$ cat src/rtl/aes_gcm_stream_packer.sv
// Packs 32-bit host words MSB-first into 128-bit AAD/payload beats for the GCM core.
// Beat boundaries, keep masks and last flags follow the byte lengths loaded at start.
module aes_gcm_stream_packer (
  input  logic         clk,
  input  logic         rst_n,
  input  logic         start,
  input  logic [63:0]  len_aad_bits,
  input  logic [63:0]  len_pld_bits,
  input  logic         s_valid,
  input  logic [31:0]  s_data,
  output logic         s_ready,
  output logic         aad_valid,
  input  logic         aad_ready,
  output logic [127:0] aad_data,
  output logic [15:0]  aad_keep,
  output logic         aad_last,
  output logic         din_valid,
  input  logic         din_ready,
  output logic [127:0] din_data,
  output logic [15:0]  din_keep,
  output logic         din_last,
  output logic         busy,
  output logic         done
);

  typedef enum logic [1:0] {StIdle, StAad, StPld, StFin} state_e;

  state_e       state_q, state_d;
  logic         start_q;
  logic [60:0]  aad_rem_q, aad_rem_d;
  logic [60:0]  pld_rem_q, pld_rem_d;
  logic [1:0]   widx_q, widx_d;
  logic [127:0] asm_q, asm_d;
  logic [15:0]  keep_q, keep_d;
  logic         last_q, last_d;
  logic         pend_q, pend_d;

  logic         in_aad, in_pld, start_pulse, accept, beat_hs;
  logic [60:0]  cur_rem, rem_nxt;
  logic [2:0]   n;
  logic [3:0]   slot;

  always_ff @(posedge clk or negedge rst_n) begin
    if (!rst_n) begin
      state_q   <= StIdle;
      start_q   <= 1'b0;
      aad_rem_q <= '0;
      pld_rem_q <= '0;
      widx_q    <= '0;
      asm_q     <= '0;
      keep_q    <= '0;
      last_q    <= 1'b0;
      pend_q    <= 1'b0;
    end else begin
      state_q   <= state_d;
      start_q   <= start;
      aad_rem_q <= aad_rem_d;
      pld_rem_q <= pld_rem_d;
      widx_q    <= widx_d;
      asm_q     <= asm_d;
      keep_q    <= keep_d;
      last_q    <= last_d;
      pend_q    <= pend_d;
    end
  end

  always_comb begin
    state_d   = state_q;
    aad_rem_d = aad_rem_q;
    pld_rem_d = pld_rem_q;
    widx_d    = widx_q;
    asm_d     = asm_q;
    keep_d    = keep_q;
    last_d    = last_q;
    pend_d    = pend_q;
    slot      = '0;

    in_aad      = (state_q == StAad);
    in_pld      = (state_q == StPld);
    start_pulse = start && !start_q;
    s_ready     = (in_aad || in_pld) && !pend_q;
    accept      = s_valid && s_ready;
    beat_hs     = pend_q && ((in_aad && aad_ready) || (in_pld && din_ready));
    cur_rem     = in_aad ? aad_rem_q : pld_rem_q;
    n           = (cur_rem >= 61'd4) ? 3'd4 : cur_rem[2:0];
    rem_nxt     = cur_rem - {58'd0, n};

    unique case (state_q)
      StIdle: begin
        if (start_pulse) begin
          aad_rem_d = len_aad_bits[63:3];
          pld_rem_d = len_pld_bits[63:3];
          if (len_aad_bits[63:3] != '0)      state_d = StAad;
          else if (len_pld_bits[63:3] != '0) state_d = StPld;
          else                               state_d = StFin;
        end
      end
      StAad, StPld: begin
        if (accept) begin
          for (int b = 0; b < 4; b++) begin
            if (3'(b) < n) begin
              slot = {widx_q, 2'b00} + 4'(b);
              // ~slot == 15 - slot: byte 0 of the beat sits at the top
              asm_d[{~slot, 3'b000} +: 8] = s_data[8*(3-b) +: 8];
              keep_d[~slot]               = 1'b1;
            end
          end
          if (in_aad) aad_rem_d = rem_nxt;
          else        pld_rem_d = rem_nxt;
          widx_d = widx_q + 2'd1;
          if (widx_q == 2'd3 || rem_nxt == '0) begin
            pend_d = 1'b1;
            widx_d = '0;
            last_d = (rem_nxt == '0);
          end
        end
        if (beat_hs) begin
          // Clearing on handshake gives the next beat zeroed unloaded bytes
          pend_d = 1'b0;
          asm_d  = '0;
          keep_d = '0;
          last_d = 1'b0;
          if (last_q) begin
            if (in_aad && pld_rem_q != '0) state_d = StPld;
            else                           state_d = StFin;
          end
        end
      end
      StFin: state_d = StIdle;
      default: state_d = StIdle;
    endcase
  end

  assign aad_valid = in_aad && pend_q;
  assign aad_data  = in_aad ? asm_q : '0;
  assign aad_keep  = in_aad ? keep_q : '0;
  assign aad_last  = in_aad && last_q;
  assign din_valid = in_pld && pend_q;
  assign din_data  = in_pld ? asm_q : '0;
  assign din_keep  = in_pld ? keep_q : '0;
  assign din_last  = in_pld && last_q;
  assign busy      = in_aad || in_pld;
  assign done      = (state_q == StFin);

endmodule

$ cat config.mk
export PLATFORM = sky130hd
export DESIGN_NAME = aes_gcm_stream_packer
export DESIGN_NICKNAME = d
export VERILOG_FILES = /design/src/rtl/aes_gcm_stream_packer.sv
export SDC_FILE = /design/constraint.sdc
export NUM_CORES = 1
export LEC_CHECK = 0
export BUFFER_PORTS_ARGS = -buffer_cell sky130_fd_sc_hd__buf_2
export CAP_MARGIN = 40
export CELL_PAD_IN_SITES_DETAIL_PLACEMENT = 1
export CELL_PAD_IN_SITES_GLOBAL_PLACEMENT = 1
export CORE_UTILIZATION = 42
export DETAILED_ROUTE_END_ITERATION = 12
export HOLD_SLACK_MARGIN = 0.02
export PLACE_DENSITY_LB_ADDON = 0.08
export SLEW_MARGIN = 0
export SYNTH_ARGS = -nofsm -noshare
export SYNTH_HDL_FRONTEND = slang
export SYNTH_SLANG_ARGS = --single-unit
$ cat constraint.sdc
create_clock -name clk -period 9.1 [get_ports clk]
set_clock_uncertainty 0.15 [all_clocks]
set_input_delay 0 -clock clk [delete_from_list [all_inputs] [get_ports clk]]
set_output_delay 0 -clock clk [all_outputs]
set_load 0.02 [all_outputs]
==> impl_results.md <==
* Net Count, Synth at between 2,000 and 2,500
* Crit path launch type: flop
* # setup viols final at 0
* # rows at 73
* Met1 Resource Use GR at 41.1%
* Initial Utilization at 42.7%
* Top area cells in the synthesized netlist: dfrtp_1 40%, and2_1 12%, nand2_1 7.7%
* Setup CP Type: reg -> reg
* GR Overflow Total at 0
* Hold_sp: aad_ready
* CP startpoint: state_q[1]
* Min cycle time layout at roughly 6.6 ns
* Status: completed
* Gr busiest metal: met2
* Met2 GRT Util at 64.0%
* Vias in the first global route at between 15,000 and 20,000
* Port Buffers at 454
* Ys Warns at 0
* Post-Synthesis Cell Area at 17,000 sq um
* Slew HR at between 30 and 40%
* Post-synth EDFFs at 0
* LEAKAGE at 10.7 nW
* Sw Share at 48.9%
* Power after layout at between 7 and 8 mW
* Final HPWL DP at 54.2 mm
* Yosys cell types at 68
* Comb pwr share at between 50% and 60%
* Flop pwr share at 29.2%
* Die height at 203 um
* Crit. End Element: flop
* CTS sink count at 273
* Final period utilization at 73.0%
* NumNets Final at 2,815
* Largest delay share family, worst path: simple AND/OR/NAND/NOR gates
* Fmax at 150 MHz
* Crit path largest cell delay at 0.66 ns
* Required time worst endpoint at 9.46 ns
* DR vias at 18,200
* DR pass1 iterations at 6
* Clock Path Buffers at 3
* Worst Path Max Fanout at 74
* Data arrival, critical path at 7.01 ns
* Setup Total Neg Slack at 0 ns
* Synth area leader: dfrtp_1
* Clock Latency Late Sink at 0.58 ns
* Top_reg_cell synth: dfrtp_1
* CTS tree: done
* FFs w/ async S/R, synth at 100%
* DR iter-0 viols at 1,080
* Max-cap violations at 0
* Synth Area per Inst at 8.21 sq um
* FF+latch count, synth at between 200 and 300
* H-Tree Depth at 1
* RSZ-0062 raised after global routing: no
* Area delta synth->final at 33.2%
* Reg clk slew, reported paths at about 0.06 ns
* Slew Viols, Final at 0
* Clock share of power at 18.0%
* CTS root buf: clkbuf_16
* Internal power at 3.84 mW
* # DRC at 0
* Die ar. at slightly above 40,000 sq um
* Power Density at 332 nW/um^2
* CTS buffer count at 31
* Final wirelength at ~75 mm
* Die W at 203 um
* Ratio of cells with drive above 1 in the final layout at 21.8%
* Maximum number of pins on one net before global-route repair at between 100 and 150
* Crit path cell chain: inv_1, ha_4, buf_4, or4b_1, a222oi_1, or4b_1, nor4_4, buf_4, a21o_1, o22ai_1, nor4_1, nand4_1, nor4_4, o21a_1
* Cells after synthesis at 2,070
* Drt wl/cell at 23.6 um
* Num ports at 461
* First-pass GRT wire length at ~110 mm
* Peak VDD IR at 0.252 mV
* Number of vias per cell at 5.69
* CP max-delay cell: or4b_1
* RD Place Congestion at 0.920
* Routed Antenna Nets at 0
* Worst Hold Class: in -> reg
* Final hold violation count at 0
* Antenna violations before repair at 3
* R2r startpoint: state_q[1]
* CORE AREA at 39,800 sq um
* Top cell type's share of synthesized area at 40.2%
* Sw power at 3.67 mW
* Tot GR Track Use at 35.7%
* Worst-Margin Slew at 0.954 ns
* Buf/Inv on CP at 3
* Post-synthesis sequential area ratio at 40.2%
* Met3 global-route usage at 4.70%
cell usage in the layout, fill, tap and decap left out, types with 13 or more instances in the layout:
cell and n:
nand3_1 15, a22o_1 34, or3_1 16, o31ai_1 17, buf_4 29, xnor2_1 41
nor4_1 62, and2_1 333, dlygate4sd3_1 162, nor3b_1 13, nand4_1 19, buf_2 459
nor3_1 62, o21ai_0 218, mux2i_1 73, nand2_1 348, nor2_1 104, dfrtp_1 273
a21oi_1 150, clkbuf_16 31
worst register-to-register path: stages (launching register included):
cell      delay [ns]
dfrtp_1         0.42
inv_1           0.16
ha_4            0.64
buf_4           0.54
or4b_1          0.49
a222oi_1        0.46
or4b_1          0.66
nor4_4          0.66
buf_4           0.46
a21o_1          0.31
o22ai_1         0.14
nor4_1          0.62
nand4_1         0.24
nor4_4          0.44
o21a_1          0.19
routing by layer:
layer	share of wire, %	wire length [um]
met4	5.7	4320
met2	51	38200
met1	39	29000
met5	0	0
met3	4.8	3620
path summary, 6_finish.rpt:
path	endpoint	depth (start not counted)	slack [ns]
min	pend_q	4	0.1
max reg2reg	pend_q	14	2.45
min in group asynchronous	asm_q[116]	4	0.47
min reg2reg	aad_rem_q[1]	2	0.35
max in group asynchronous	asm_q[110]	6	6.93
max	pend_q	14	2.45
synth_stat cells (3+ instances only):
master	n
a2111oi_0	3
a211oi_1	11
a21oi_1	150
a221oi_1	3
a222oi_1	4
a22o_1	34
and2_1	333
buf_1	9
buf_2	9
clkbuf_1	102
clkbuf_2	3
dfrtp_1	273
ha_1	13
inv_1	10
mux2_2	7
mux2i_1	73
nand2_1	348
nand2b_1	4
nand3_1	15
nand4_1	19
nor2_1	105
nor2b_1	3
nor3_1	62
nor3b_1	13
nor4_1	62
nor4_4	3
nor4b_1	10
o211a_1	3
o21ai_0	218
o21ai_1	5
o22ai_1	8
o31ai_1	17
o41ai_1	4
or3_1	16
or3b_1	7
or3b_2	4
or4_1	9
or4b_1	4
xnor2_1	41
xor2_1	12
what timing repair did:
action                    CTS  global route
hold buffers              163             0
resized for setup           0             0
hold endpoints to repair  390             0
setup buffers               0             0
kinds of logic (layout without fill, tap and decap cells):
group / count (synthesis) / count (layout) / share of synthesized area [%]
AO/OA/AOI/OAI: 484 / 484 / 16.4
XOR/XNOR: 53 / 53 / 2.73
adder cells (fa/ha/maj): 13 / 13 / 0.957
buffers and inverters: 136 / 725 / 3.20
flip-flops: 273 / 273 / 40.2
multiplexers: 80 / 80 / 4.76
other: 1 / 6 / 0.0221
AND/OR/NAND/NOR: 1030 / 1030 / 31.8
area by class of cell:
class | count | area [sq um]
antenna | 5 | 12.5
clock inverter | 11 | 145
clock buffer | 45 | 948
tap | 525 | 657
timing repair buffer | 659 | 4350
fill | 4898 | 17200
sequential | 273 | 6830
inverter | 10 | 38.8
multi-input combinational | 1661 | 9660
metrics by stage:
step / instances / area [sq um] / hold WS (ns) / utilization [%] / setup slack (ns)
4_1_cts: 3183 / 22600 / 0.0622 / 56.8 / 2.48
3_5_place_dp: 2964 / 19900 / -0.138 / 49.9 / 2.52
3_3_place_gp: 2940 / 19600 / -0.136 / 49.2 / 2.64
6_report: 3189 / 22600 / 0.0955 / 56.9 / 2.45
5_1_grt: 3189 / 22600 / 0.102 / 56.9 / 2.08
2_1_floorplan: 2070 / 17000 / -0.446 / - / 4.43
state kept, by name, summed over array words and instances, names as in the netlist:
| name | cells |
|---|---|
| start_q | 1 |
| widx_q | 2 |
| last_q | 1 |
| asm_q | 128 |
| pend_q | 1 |
| pld_rem_q | 61 |
| aad_rem_q | 61 |
| state_q | 2 |
| keep_q | 16 |
power by group through the flow:
stage	sequential, mW	combinational [mW]	clock [mW]
after CTS	2.17	3.91	1.35
after detailed placement	2.18	3.82	0
after floorplan	1.94	2.69	0
final	2.19	3.97	1.35
after global routing	2.23	4.31	1.41
after global placement	2.16	3.59	0
No activity file was read; power rests on OpenSTA's default activity.
